$ cat config.mk
export PLATFORM = sky130hd
export DESIGN_NAME = seq_adder
export DESIGN_NICKNAME = d
export VERILOG_FILES = /design/src/rtl/seq_adder.sv
export SDC_FILE = /design/constraint.sdc
export NUM_CORES = 1
export LEC_CHECK = 0
export CORE_MARGIN = 3
export CORE_UTILIZATION = 50
export CTS_CLUSTER_DIAMETER = 50
export DETAILED_ROUTE_END_ITERATION = 10
export PLACE_DENSITY = 0.77
export SLEW_MARGIN = 15
export SYNTH_ARGS = -nofsm -noshare
export SYNTH_HDL_FRONTEND = slang
export SYNTH_SLANG_ARGS = --single-unit
$ cat constraint.sdc
create_clock -name i_w_clk -period 2.5 [get_ports i_w_clk]
set_input_delay 0.5 -clock i_w_clk [delete_from_list [all_inputs] [get_ports i_w_clk]]
set_output_delay 0.5 -clock i_w_clk [all_outputs]
set_load 0.01 [all_outputs]
$ cat src/rtl/seq_adder.sv
// Digit-serial adder: DIGIT bits per clock over N = WIDTH/DIGIT RUN cycles, start/busy/done handshake.
// Optional subtract mode and signed-overflow flag enabled by defining SEQ_ADDER_SUB_EN.
module seq_adder #(
    parameter int WIDTH = 8,
    parameter int DIGIT = 2
) (
    input  logic             i_w_clk,
    input  logic             i_w_reset,
    input  logic             i_w_start,
    input  logic [WIDTH-1:0] i_w_a,
    input  logic [WIDTH-1:0] i_w_b,
    input  logic             i_w_cin,
`ifdef SEQ_ADDER_SUB_EN
    input  logic             i_w_sub,
    output logic             o_w_ovf,
`endif
    output logic             o_w_busy,
    output logic             o_w_done,
    output logic [WIDTH:0]   o_w_s
);
    localparam int N  = WIDTH / DIGIT;
    localparam int CW = (N > 1) ? $clog2(N) : 1;

    typedef enum logic [1:0] {S_IDLE, S_RUN, S_DONE} state_t;

    state_t           r_state, w_next;
    logic [WIDTH-1:0] r_a, r_b, r_acc;
    logic             r_carry;
    logic [CW-1:0]    r_cnt;
    logic [WIDTH:0]   r_s;

    logic [WIDTH-1:0]       w_b_in;
    logic                   w_cin_in;
    logic [DIGIT:0]         w_dsum_ext;
    logic [DIGIT-1:0]       w_dsum;
    logic                   w_cout;
    logic [WIDTH+DIGIT-1:0] w_acc_ext;
    logic [WIDTH-1:0]       w_acc_next;
    logic                   w_last;

`ifdef SEQ_ADDER_SUB_EN
    logic r_amsb, r_bmsb, r_ovf;
    // Subtraction is A + ~B + 1; the operand MSBs are kept for the overflow test.
    assign w_b_in   = i_w_sub ? ~i_w_b : i_w_b;
    assign w_cin_in = i_w_sub ? 1'b1 : i_w_cin;
    assign o_w_ovf  = r_ovf;
`else
    assign w_b_in   = i_w_b;
    assign w_cin_in = i_w_cin;
`endif

    assign w_dsum_ext = {1'b0, r_a[DIGIT-1:0]} + {1'b0, r_b[DIGIT-1:0]} + {{DIGIT{1'b0}}, r_carry};
    assign w_dsum     = w_dsum_ext[DIGIT-1:0];
    assign w_cout     = w_dsum_ext[DIGIT];
    // New digit enters at the top; after N shifts the first digit sits at bit 0.
    assign w_acc_ext  = {w_dsum, r_acc};
    assign w_acc_next = w_acc_ext[WIDTH+DIGIT-1:DIGIT];
    assign w_last     = (r_cnt == CW'(N - 1));

    always_comb begin
        w_next = r_state;
        case (r_state)
            S_IDLE:  if (i_w_start) w_next = S_RUN;
            S_RUN:   if (w_last) w_next = S_DONE;
            S_DONE:  w_next = S_IDLE;
            default: w_next = S_IDLE;
        endcase
    end

    always_ff @(posedge i_w_clk or posedge i_w_reset) begin
        if (i_w_reset) begin
            r_state <= S_IDLE;
            r_a     <= '0;
            r_b     <= '0;
            r_acc   <= '0;
            r_carry <= 1'b0;
            r_cnt   <= '0;
            r_s     <= '0;
`ifdef SEQ_ADDER_SUB_EN
            r_amsb  <= 1'b0;
            r_bmsb  <= 1'b0;
            r_ovf   <= 1'b0;
`endif
        end else begin
            r_state <= w_next;
            case (r_state)
                S_IDLE: if (i_w_start) begin
                    r_a     <= i_w_a;
                    r_b     <= w_b_in;
                    r_carry <= w_cin_in;
                    r_acc   <= '0;
                    r_cnt   <= '0;
`ifdef SEQ_ADDER_SUB_EN
                    r_amsb  <= i_w_a[WIDTH-1];
                    r_bmsb  <= w_b_in[WIDTH-1];
`endif
                end
                S_RUN: begin
                    r_a     <= r_a >> DIGIT;
                    r_b     <= r_b >> DIGIT;
                    r_carry <= w_cout;
                    r_acc   <= w_acc_next;
                    r_cnt   <= r_cnt + CW'(1);
                    if (w_last) begin
                        r_s <= {w_cout, w_acc_next};
`ifdef SEQ_ADDER_SUB_EN
                        r_ovf <= (r_amsb == r_bmsb) && (w_dsum[DIGIT-1] != r_amsb);
`endif
                    end
                end
                default: ;
            endcase
        end
    end

    assign o_w_busy = (r_state != S_IDLE);
    assign o_w_done = (r_state == S_DONE);
    assign o_w_s    = r_s;
endmodule

==> run_results.csv, run 1 <==
group,metric,value,unit
finish,final_area,0.002086,mm^2
floorplan,fp.dieH,63.50,um
setup_path,worstSetupPathType,"register to output port",
finish,nets,196,
finish,layout_commonest_cell,"dfrtp_1",
sta,fin_crit,2.217,ns
finish,fillCellCount,265,
synth,yosysSeqAreaShare,54.50,%
placed_design,globalplace.congestion,0.7556,
placed_design,dp.final_hpwl,2375,um
synth,avgSynthCellArea,11.64,um^2
global_route,grt_overflow,0,
floorplan,start_util,53.27,%
status,status,"complete, no violations",
detailed_routing,viasPerCell,5.450,
floorplan,io_pins,31,
global_route,grt_pass1_vias,1245,
setup_path,r2r_end,"r_a[5]",
finish,drive_gt1_share,13.22,%
sta,finalClockSkew,0.01190,ns
synth,yosysTopAreaCellShare,54.50,%
setup_path,start_kind,"register",
power,pwr-share-comb,39.4,%
floorplan,core,0.003103,mm^2
hold_path,min_path_type,"register to register",
finish,multiInputGateArea,634.4,um^2
sta,finalHoldViolations,0,
clock_tree,ctsResizeCount,0,
detailed_routing,drcViolationCount,0,
power,power_switching,0.0008870,W
setup_path,required,2.00,ns
global_route,grt_first_pass_wirelength,5830,um
power,p_int,0.001823,W
flow_run,drv_cap,0,
sta,rsz0062_at_grt,"no",
power,seqPwrFrac,37.9,%
hold_path,hold_start,"o_w_s[8]",
setup_path,crit_fanout,12,
detailed_routing,wl,3390,um
detailed_routing,num_vias,1188,
global_route,grt_max_degree,37,
clock_tree,cts_buffers,5,
power,vdd_drop_max,0.6420,mV
setup_path,arrival,1.72,ns
placed_design,placed_area,0.001958,mm^2
clock_tree,cts.sinks,36,
power,clock_power_share,22.7,%
clock_tree,clk_path_buf_depth,2,
sta,fin_setup_tns,0,ns
synth,netlist_top_cells_area,"dfrtp_1, mux2_2, nor3b_1",
power,power_density,1299,mW/mm^2
clock_tree,postCtsHoldBufs,0,
hold_path,hold-path-cell-count,2,
setup_path,cp_slowest_stage_delay,0.62,ns
clock_tree,clk_pin_slew,0.12,ns
detailed_routing,drt-pass1-iter-count,4,
synth,yosysTopAreaCell,"dfrtp_1",
floorplan,num_rows,20,
floorplan,die_x,63.50,um
setup_path,critPathBufInv,2,
setup_path,worstRegToRegCells,4,
global_route,antenna_found_initial,0,
sta,drv_slew,0,
finish,utilization,67.22,%
setup_path,cp_cell_sequence,"nor2_1 -> inv_1 -> clkdlybuf4s50_1",
sta,fmax,451.0,MHz
placed_design,portBuffers,30,
setup_path,slowest_stage,"dfrtp_1",
clock_tree,htreeDepth,2,
sta,setup_viol,0,
detailed_routing,wl_per_cell,15.55,um
synth,syn-cell-area,0.001653,mm^2
finish,layout.area.seq,900.9,um^2
sta,worst_slew_pin_slew,0.6264,ns
synth,ys_ff_latch,36,
clock_tree,cts_setup_buffers,0,
clock_tree,cts_tree,"yes",
synth,synthesis.instances,142,
floorplan,die_area,0.004032,mm^2
hold_path,hold_end,"o_w_s[8]",
synth,syn-num-nets,165,
setup_path,worst_setup_path_end_kind,"output port",
synth,synthArstFlopShare,100.0,%
power,swShare,32.74,%
power,leakagePower,0.9329,nW
global_route,gr-usage-all-layers,19.05,%
finish,final_cell_mix,"dfrtp_1, clkdlybuf4s50_1, o21ai_0",
sta,slew_headroom,58.15,%
setup_path,cp_top_family,"flip-flops",
synth,synthDistinctLibCells,31,
setup_path,worstReg2RegStart,"r_state[0]",
synth,synthFlopType,"dfrtp_1",
detailed_routing,ant_nets,0,
clock_tree,cts_root_buf,"clkbuf_4",
detailed_routing,drt_iter0_markers,62,
finish,area_growth,26.19,%
setup_path,rrSetupSlack,0.80,ns
synth,synth_warnings,0,
synth,synth-edff-count,0,
sta,fin_crit_sh,88.69,%
finish,antenna-diode-count,0,
clock_tree,insertion_delay,0.35,ns
[logic make-up (layout without fill, tap and decap cells)]
logic type      after synthesis  in the layout  share of synthesized area [%]
mux                           6              6                          4.088
simple gates                 41             41                          14.69
fa+ha+maj                     3              3                          3.179
compound gates               36             36                          16.43
buf+inv                      20             52                          7.116
flops                        36             36                          54.50
[worst register-to-register path: stages (launching register included)]
cell and delay [ns]:
dfrtp_1 0.62, buf_4 0.27, nand2b_1 0.31, o21ai_1 0.11, a221o_1 0.28
[worst max path at each step]
| stage | from | endpoint | slack (ns) | depth (start not counted) |
|---|---|---|---|---|
| 2_1_floorplan | r_a[0] | r_carry | 0.95 | 4 |
| 3_3_place_gp | i_w_start | r_a[5] | 0.54 | 4 |
| 3_5_place_dp | i_w_start | r_a[5] | 0.49 | 4 |
| 4_1_cts | r_state[0] | o_w_busy | 0.26 | 3 |
| 5_1_grt | r_state[0] | o_w_busy | 0.18 | 3 |
| 6_report | r_state[0] | o_w_busy | 0.28 | 3 |
[power by group through the flow]
stage                     clock (W)  combinational [W]  sequential, W
after global routing       0.000656            0.00117        0.00107
after floorplan                   0           0.000743        0.00101
after global placement            0            0.00104        0.00102
after detailed placement          0            0.00108        0.00104
final                      0.000614            0.00107        0.00103
after CTS                  0.000624            0.00108        0.00103
[registers in the layout (all words and copies together), names as in the netlist]
register and flops:
r_a 8, r_state 2, r_b 8, r_carry 1
o_w_s 9, r_acc 6, r_cnt 2
[layout make-up]
cell class                 count  area share (%)
clock buffer                   5           1.800
clock inverter                 3           4.319
inverter                      10           1.800
multi-input combinational     86           30.41
sequential                    36           43.19
tap                           44           2.639
timing repair buffer          34           15.84
[per-layer routing]
layer	global-route usage, %	vias up	share of wire [%]
met5	0	-	0
met4	11.05	0	2.3
met3	4.635	8	5.3
met2	31.03	39	52
met1	22.80	575	40
li1	-	566	-
[per-stage QoR]
step | hold WS (ns) | cells | total power, W | setup slack [ns]
after floorplan | 0.4620 | 142 | 0.001755 | 0.9499
after global placement | 0.4646 | 210 | 0.002056 | 0.5422
after detailed placement | 0.4780 | 210 | 0.002116 | 0.4916
after CTS | 0.5037 | 218 | 0.002737 | 0.2638
after global routing | 0.5240 | 218 | 0.002895 | 0.1761
final | 0.4975 | 218 | 0.002710 | 0.2828
[synth_stat cells (4+ instances only)]
cell type,count
nor3b_1,8
nand2b_1,4
buf_6,4
nand2_1,10
nor2b_1,5
a22o_1,5
a211oi_1,4
buf_2,4
inv_1,10
o21ai_0,11
mux2_2,6
nor3_1,6
dfrtp_1,36
Power figures use the tool's default switching activity.
==> run 2, diff against run 1 <==
--- a/config.mk
+++ b/config.mk
@@ -7,7 +7,6 @@
 export LEC_CHECK = 0
 export CORE_MARGIN = 3
 export CORE_UTILIZATION = 50
-export CTS_CLUSTER_DIAMETER = 50
 export DETAILED_ROUTE_END_ITERATION = 10
 export PLACE_DENSITY = 0.77
 export SLEW_MARGIN = 15
==> results of run 2 <==
Final layout, timing and power as in run 1 (identical DEF).
